**src/rtl/cordic_pipe.sv**
```systemverilog
// cordic_pipe: fully pipelined CORDIC engine, one sample per clock, full-circle angles.
// Each sample carries its own mode bit (0 = rotation, 1 = vectoring) and a user tag.
// Stage P (input register) applies a quadrant pre-rotation; stages 1..I run
// iterations j = 0..I-1; stage I is the output register. One global enable moves
// the whole pipeline, so results leave in acceptance order.
//
// Ports:
//   clk, rst_n            clock, asynchronous active-low reset
//   in_valid/in_ready     input handshake (in_ready = ~out_valid | out_ready)
//   in_mode, in_tag       per-sample mode and opaque tag
//   in_x, in_y            signed N-bit inputs
//   in_z                  signed binary angle, 2^N == 2*pi
//   out_valid/out_ready   output handshake
//   out_x, out_y          signed N+2-bit results (include CORDIC gain ~1.6468)
//   out_z                 signed N-bit binary-angle result
//   out_mode, out_tag     mode and tag travelling with the result
module cordic_pipe #(
  parameter int N     = 16,
  parameter int I     = 16,
  parameter int TAG_W = 4
) (
  input  logic                    clk,
  input  logic                    rst_n,
  input  logic                    in_valid,
  output logic                    in_ready,
  input  logic                    in_mode,
  input  logic signed [N-1:0]     in_x,
  input  logic signed [N-1:0]     in_y,
  input  logic signed [N-1:0]     in_z,
  input  logic [TAG_W-1:0]        in_tag,
  output logic                    out_valid,
  input  logic                    out_ready,
  output logic signed [N+1:0]     out_x,
  output logic signed [N+1:0]     out_y,
  output logic signed [N-1:0]     out_z,
  output logic                    out_mode,
  output logic [TAG_W-1:0]        out_tag
);

  localparam int          W       = N + 2;
  localparam int          RSH     = 32 - N;
  // Half-LSB of the N-bit angle expressed in the 32-bit table scale (zero when N == 32).
  localparam logic [32:0] RND     = (N < 32) ? (33'd1 << (RSH - 1)) : 33'd0;
  localparam logic [N-1:0] QUARTER = {2'b01, {(N-2){1'b0}}};

  // atan(2^-j) * 2^32 / (2*pi), rounded to nearest.
  function automatic logic [31:0] atan32(input logic [4:0] j);
    case (j)
      5'd0:    atan32 = 32'h20000000;
      5'd1:    atan32 = 32'h12E4051E;
      5'd2:    atan32 = 32'h09FB385B;
      5'd3:    atan32 = 32'h051111D4;
      5'd4:    atan32 = 32'h028B0D43;
      5'd5:    atan32 = 32'h0145D7E1;
      5'd6:    atan32 = 32'h00A2F61E;
      5'd7:    atan32 = 32'h00517C55;
      5'd8:    atan32 = 32'h0028BE53;
      5'd9:    atan32 = 32'h00145F2F;
      5'd10:   atan32 = 32'h000A2F98;
      5'd11:   atan32 = 32'h000517CC;
      5'd12:   atan32 = 32'h00028BE6;
      5'd13:   atan32 = 32'h000145F3;
      5'd14:   atan32 = 32'h0000A2FA;
      5'd15:   atan32 = 32'h0000517D;
      5'd16:   atan32 = 32'h000028BE;
      5'd17:   atan32 = 32'h0000145F;
      5'd18:   atan32 = 32'h00000A30;
      5'd19:   atan32 = 32'h00000518;
      5'd20:   atan32 = 32'h0000028C;
      5'd21:   atan32 = 32'h00000146;
      5'd22:   atan32 = 32'h000000A3;
      5'd23:   atan32 = 32'h00000051;
      5'd24:   atan32 = 32'h00000029;
      5'd25:   atan32 = 32'h00000014;
      5'd26:   atan32 = 32'h0000000A;
      5'd27:   atan32 = 32'h00000005;
      5'd28:   atan32 = 32'h00000003;
      5'd29:   atan32 = 32'h00000001;
      5'd30:   atan32 = 32'h00000001;
      default: atan32 = 32'h00000000;
    endcase
  endfunction

  // Table entry rounded to the N-bit angle width.
  function automatic logic [N-1:0] atan_n(input logic [4:0] j);
    logic [32:0] sum;
    logic [32:0] shifted;
    sum     = {1'b0, atan32(j)} + RND;
    shifted = sum >> RSH;
    atan_n  = shifted[N-1:0];
  endfunction

  // Stage 0 is P, stage I is the output register.
  logic signed [W-1:0] x_r [0:I];
  logic signed [W-1:0] y_r [0:I];
  logic [N-1:0]        z_r [0:I];
  logic [TAG_W-1:0]    t_r [0:I];
  logic [I:0]          m_r;
  logic [I:0]          v_r;

  logic                adv_s;
  logic signed [W-1:0] ext_x_s;
  logic signed [W-1:0] ext_y_s;
  logic signed [W-1:0] pre_x_s;
  logic signed [W-1:0] pre_y_s;
  logic [N-1:0]        pre_z_s;

  // Next values for stage k+1, computed from stage k.
  logic signed [W-1:0] nx_s  [0:I-1];
  logic signed [W-1:0] ny_s  [0:I-1];
  logic [N-1:0]        nz_s  [0:I-1];
  logic signed [W-1:0] xsh_s [0:I-1];
  logic signed [W-1:0] ysh_s [0:I-1];
  logic [I-1:0]        dpos_s;

  // The whole pipeline moves when the output slot is empty or being drained.
  assign adv_s    = ~v_r[I] | out_ready;
  assign in_ready = adv_s;

  assign ext_x_s = {{2{in_x[N-1]}}, in_x};
  assign ext_y_s = {{2{in_y[N-1]}}, in_y};

  // Quadrant pre-rotation by +/-90 degrees so the iterations only see +/-90 degree residuals.
  always_comb begin
    pre_x_s = ext_x_s;
    pre_y_s = ext_y_s;
    pre_z_s = in_z;
    if (in_mode == 1'b0) begin
      case (in_z[N-1:N-2])
        2'b01: begin
          pre_x_s = -ext_y_s;
          pre_y_s = ext_x_s;
          pre_z_s = in_z - QUARTER;
        end
        2'b10: begin
          pre_x_s = ext_y_s;
          pre_y_s = -ext_x_s;
          pre_z_s = in_z + QUARTER;
        end
        default: begin
          pre_x_s = ext_x_s;
          pre_y_s = ext_y_s;
          pre_z_s = in_z;
        end
      endcase
    end else begin
      if (ext_x_s[W-1] && !ext_y_s[W-1]) begin
        pre_x_s = ext_y_s;
        pre_y_s = -ext_x_s;
        pre_z_s = in_z + QUARTER;
      end else if (ext_x_s[W-1] && ext_y_s[W-1]) begin
        pre_x_s = -ext_y_s;
        pre_y_s = ext_x_s;
        pre_z_s = in_z - QUARTER;
      end else begin
        pre_x_s = ext_x_s;
        pre_y_s = ext_y_s;
        pre_z_s = in_z;
      end
    end
  end

  // Micro-rotation datapath for every iteration stage; direction chosen per sample mode.
  always_comb begin
    for (int k = 0; k < I; k++) begin
      dpos_s[k] = (~m_r[k] & ~z_r[k][N-1]) | (m_r[k] & y_r[k][W-1]);
      xsh_s[k]  = x_r[k] >>> k;
      ysh_s[k]  = y_r[k] >>> k;
      if (dpos_s[k]) begin
        nx_s[k] = x_r[k] - ysh_s[k];
        ny_s[k] = y_r[k] + xsh_s[k];
        nz_s[k] = z_r[k] - atan_n(5'(k));
      end else begin
        nx_s[k] = x_r[k] + ysh_s[k];
        ny_s[k] = y_r[k] - xsh_s[k];
        nz_s[k] = z_r[k] + atan_n(5'(k));
      end
    end
  end

  // Pipeline registers: all stages load together on adv, hold otherwise.
  always_ff @(posedge clk or negedge rst_n) begin
    if (!rst_n) begin
      v_r <= '0;
      m_r <= '0;
      for (int k = 0; k <= I; k++) begin
        x_r[k] <= '0;
        y_r[k] <= '0;
        z_r[k] <= '0;
        t_r[k] <= '0;
      end
    end else if (adv_s) begin
      v_r[0] <= in_valid;
      m_r[0] <= in_mode;
      x_r[0] <= pre_x_s;
      y_r[0] <= pre_y_s;
      z_r[0] <= pre_z_s;
      t_r[0] <= in_tag;
      for (int k = 0; k < I; k++) begin
        v_r[k+1] <= v_r[k];
        m_r[k+1] <= m_r[k];
        x_r[k+1] <= nx_s[k];
        y_r[k+1] <= ny_s[k];
        z_r[k+1] <= nz_s[k];
        t_r[k+1] <= t_r[k];
      end
    end
  end

  assign out_valid = v_r[I];
  assign out_mode  = m_r[I];
  assign out_x     = x_r[I];
  assign out_y     = y_r[I];
  assign out_z     = z_r[I];
  assign out_tag   = t_r[I];

endmodule

```
**config.mk**
```make
export PLATFORM = sky130hd
export DESIGN_NAME = cordic_pipe
export DESIGN_NICKNAME = d
export VERILOG_FILES = /design/src/rtl/cordic_pipe.sv
export SDC_FILE = /design/constraint.sdc
export NUM_CORES = 2
export LEC_CHECK = 0
export ABC_AREA = 1
export BUFFER_PORTS_ARGS = -buffer_cell sky130_fd_sc_hd__buf_2
export CAP_MARGIN = 30
export CORE_MARGIN = 3
export CORE_UTILIZATION = 61
export CTS_CLUSTER_SIZE = 12
export DETAILED_ROUTE_END_ITERATION = 8
export GPL_TIMING_DRIVEN = 1
export PLACE_DENSITY = 0.77
export SKIP_LAST_GASP = 1
export SLEW_MARGIN = 20
export SYNTH_ARGS = -nofsm -noshare
export SYNTH_HDL_FRONTEND = slang
export SYNTH_SLANG_ARGS = --single-unit
```
**constraint.sdc**
```tcl
create_clock -name clk -period 8.9 [get_ports clk]
set_clock_uncertainty 0.1 [all_clocks]
set_input_delay 0.445 -clock clk [delete_from_list [all_inputs] [get_ports clk]]
set_output_delay 0.445 -clock clk [all_outputs]
set_load 0.005 [all_outputs]
```
==> impl_summary.log <==
[metrics] compound-cell area share of the yosys netlist: 15.75%
[metrics] post-DR vias/cell: 5.794
[metrics] global-route wire length before repair: 396.8 mm
[metrics] Port Buffer Count: 115
[metrics] setup repair after global routing missed its margin: false
[metrics] Max Fanout on Critical Path: 27
[metrics] total via count in the routed design: 81.65k
[metrics] number of max-slew violations in the final report: 0
[metrics] non-filler cells in the finished layout: 14.09k
[metrics] cell count after placement: 13.85k
[metrics] Min-Delay Path Class: in2reg
[metrics] chip width: 376.9 um
[metrics] synthesized-area fraction occupied by adder cells: 13.42%
[metrics] initial standard-cell utilization of the core: 61.72%
[metrics] antenna violations before repair: 2
[metrics] worst endpoint data arrival time: 5.19 ns
[metrics] final HPWL from detailed placement: 186.8 mm
[metrics] transition time at the pin with the least slew margin: 1.104 ns
[metrics] filler cell count in the final layout: 12.27k
[metrics] final number of hold-violating endpoints: 0
[metrics] async set or reset register ratio after synthesis: 100.0%
[metrics] Max-Cap Viols: 0
[metrics] Req. time, crit path: 9.44 ns
[metrics] master cell of the clock root buffer: clkbuf_16
[metrics] simple-gate share of the synthesized area: 28.68%
[metrics] count of distinct cell types in the synthesized netlist: 58
[metrics] max_slew headroom: 26.43%
[metrics] most common flop cell mapped by yosys: dfrtp_1
[metrics] dominant combinational cell family by area after synthesis: simple AND/OR/NAND/NOR gates
[metrics] die area: 142100 sq um
[metrics] maximum root-to-sink buffer count: 3
[metrics] post-synthesis sequential area ratio: 29.37%
[metrics] top library cells by usage in the layout, fill and taps aside: nand2_1 (3717), inv_1 (1287), o21ai_0 (1035), dfrtp_1 (985), nor2_1 (891)
[metrics] ratio of cells with drive above 1 in the final layout: 3.948%
[metrics] total of cells resized after clock tree synthesis: 0
[metrics] number of cells produced by synthesis: 12.25k
[metrics] Tmin final: 4.652 ns
[metrics] critical setup path kind: reg2reg
[metrics] final clock period utilization by the worst path: 52.27%
[metrics] clock latency reported for the late side of the worst-skew pair: 0.76 ns
[metrics] maximum clock rate: 214.9 MHz
[metrics] final WL: 243.7 mm
[metrics] CORE AREA: 136000 sq um
[metrics] clock-pin slew on the worst setup and hold paths: 0.08 ns
[metrics] post-synthesis to final-layout area growth: 7.358%
[metrics] share of cell area taken by muxes after synthesis: 0.01193%
[metrics] setup slack of the most critical reg-to-reg path: 4.25 ns
[metrics] Syn. warnings: 0
[metrics] detailed-route DRC error count: 0
[metrics] type of destination of the critical path: flop
[metrics] mean post-synth cell area: 6.852 sq um
[metrics] clock buffer count from CTS: 116
[metrics] vias in the first global route: 77.07k
[metrics] DIE HEIGHT: 376.9 um
[metrics] Clock Sinks: 985
[metrics] TritonCTS clock tree: done
[metrics] count of flip-flops with a built-in enable after synthesis: 0
[metrics] flops & latches, synth: 985
[metrics] RD Place Congestion: 0.9607
[metrics] maximum level of the CTS H-tree: 3
[metrics] aggregate global-route resource usage: 33.64%
[metrics] net count reported at finish: 13.15k
[metrics] number of violations reported at the end of detailed-routing iteration 0: 7530
[metrics] Critical Path Source Type: flop
[metrics] accumulated negative setup slack: 0 ns
[metrics] synthesized cell area: 83920 sq um
[metrics] fin worst setup slack: 4.248 ns
[metrics] Site Rows: 135
[metrics] worst slack at placement: 4.396 ns
[metrics] Synth Net Count: 13.18k
[metrics] most common cell after layout, fill and taps aside: nand2_1
[metrics] total iterations of the first detailed-routing run: 7
[metrics] drt wl/cell: 17.29 um
[metrics] xor-xnor portion of the synthesized cell area: 4.996%
[metrics] total I/O pin count: 116
[metrics] run status: finished, final reports clean
[metrics] pin count of the biggest net entering global routing: 230
[metrics] remaining global-route overflow: 0
[metrics] Detail Route Antenna Nets: 0
[metrics] final-report setup violation count: 0
## worst paths after layout
path / start / endpoint / cells past startpoint
hold / removal: in_y[13] / x_r[301] / 4
setup / recovery: y_r[269] / y_r[250] / 16
max in group asynchronous: rst_n / z_r[218] / 4
setup reg to reg: y_r[269] / y_r[250] / 16
hold reg to reg: t_r[8] / t_r[4] / 2
min in group asynchronous: rst_n / out_y[7] / 2
## cells by family (layout without fill, tap and decap cells)
logic type	count (synthesis)	after routing
AO/OA/AOI/OAI	2386	2386
XOR/XNOR	474	474
adder cells (fa/ha/maj)	871	871
buffers and inverters	1645	1708
flip-flops	985	985
multiplexers	1	1
other	0	1
AND/OR/NAND/NOR	5885	5885
## worst max-delay path: stages (launching register included)
cell and delay (ns):
dfrtp_1 0.42, o21ai_0 0.14, nand2_1 0.66, clkinv_1 0.97
o21ai_0 0.66, fa_1 0.30, nand2_1 0.09, nand2_1 0.07
o21ai_0 0.14, o21ai_0 0.32, nand2_1 0.14, nand2_1 0.14
nand2_1 0.09, nand2_1 0.07, nand2_1 0.06, nand3_1 0.07
nand2_1 0.07
## through the flow
stage | util (%) | area, sq um | hold slack, ns
floorplan | - | 83920 | 0.04941
global placement | 62.92 | 85550 | 0.3508
detailed placement | 62.92 | 85560 | 0.3549
CTS | 66.16 | 89960 | 0.002947
global route | 66.26 | 90090 | 0.05770
finish | 66.26 | 90100 | 0.04906
## registers in the layout, summed over array words and instances, names as in the netlist
signal	flops
out_z	16
t_r	64
z_r	256
x_r	287
v_r	17
out_x	18
y_r	288
m_r	17
out_y	18
out_tag	4
## cell type report
| type | count | area, sq um | share of cell area [%] |
|---|---|---|---|
| Antenna cell | 1 | 2.502 | 0.002778 |
| Clock buffer | 158 | 3301 | 3.664 |
| Clock inverter | 50 | 793.3 | 0.8805 |
| Inverter | 1299 | 4883 | 5.420 |
| Multi-Input combinational cell | 9617 | 52770 | 58.57 |
| Sequential cell | 985 | 24650 | 27.36 |
| Tap cell | 1781 | 2228 | 2.473 |
| Timing Repair Buffer | 201 | 1469 | 1.630 |
## layer usage
metal	GRT usage, %	vias up	wire length, um
met3	4.273	459	15380
li1	-	40350	-
met4	10.35	0	7942
met5	0	-	0
met1	47.75	38240	111400
met2	53.59	2596	109000
## Yosys cell counts, types with 113 or more instances
library cell	n	area share [%]
nand2_1	3717	17
xnor2_1	154	1.6
xor2_1	316	3.3
clkbuf_1	164	0.73
a21oi_1	792	4.7
inv_1	1287	5.8
nor3_1	179	1.1
dfrtp_1	985	29
nand3_1	842	5.0
o21ai_0	1037	6.2
nor2_1	893	4.0
a31oi_1	113	0.84
ha_1	823	12
## repair_timing
action                    4_1_cts  5_1_grt
setup buffers                   0        0
hold endpoints to repair      100        0
hold buffers                   31        0
Power is not shown: default switching activity piles up to over one toggle a cycle in this logic, so the estimate is an artifact.
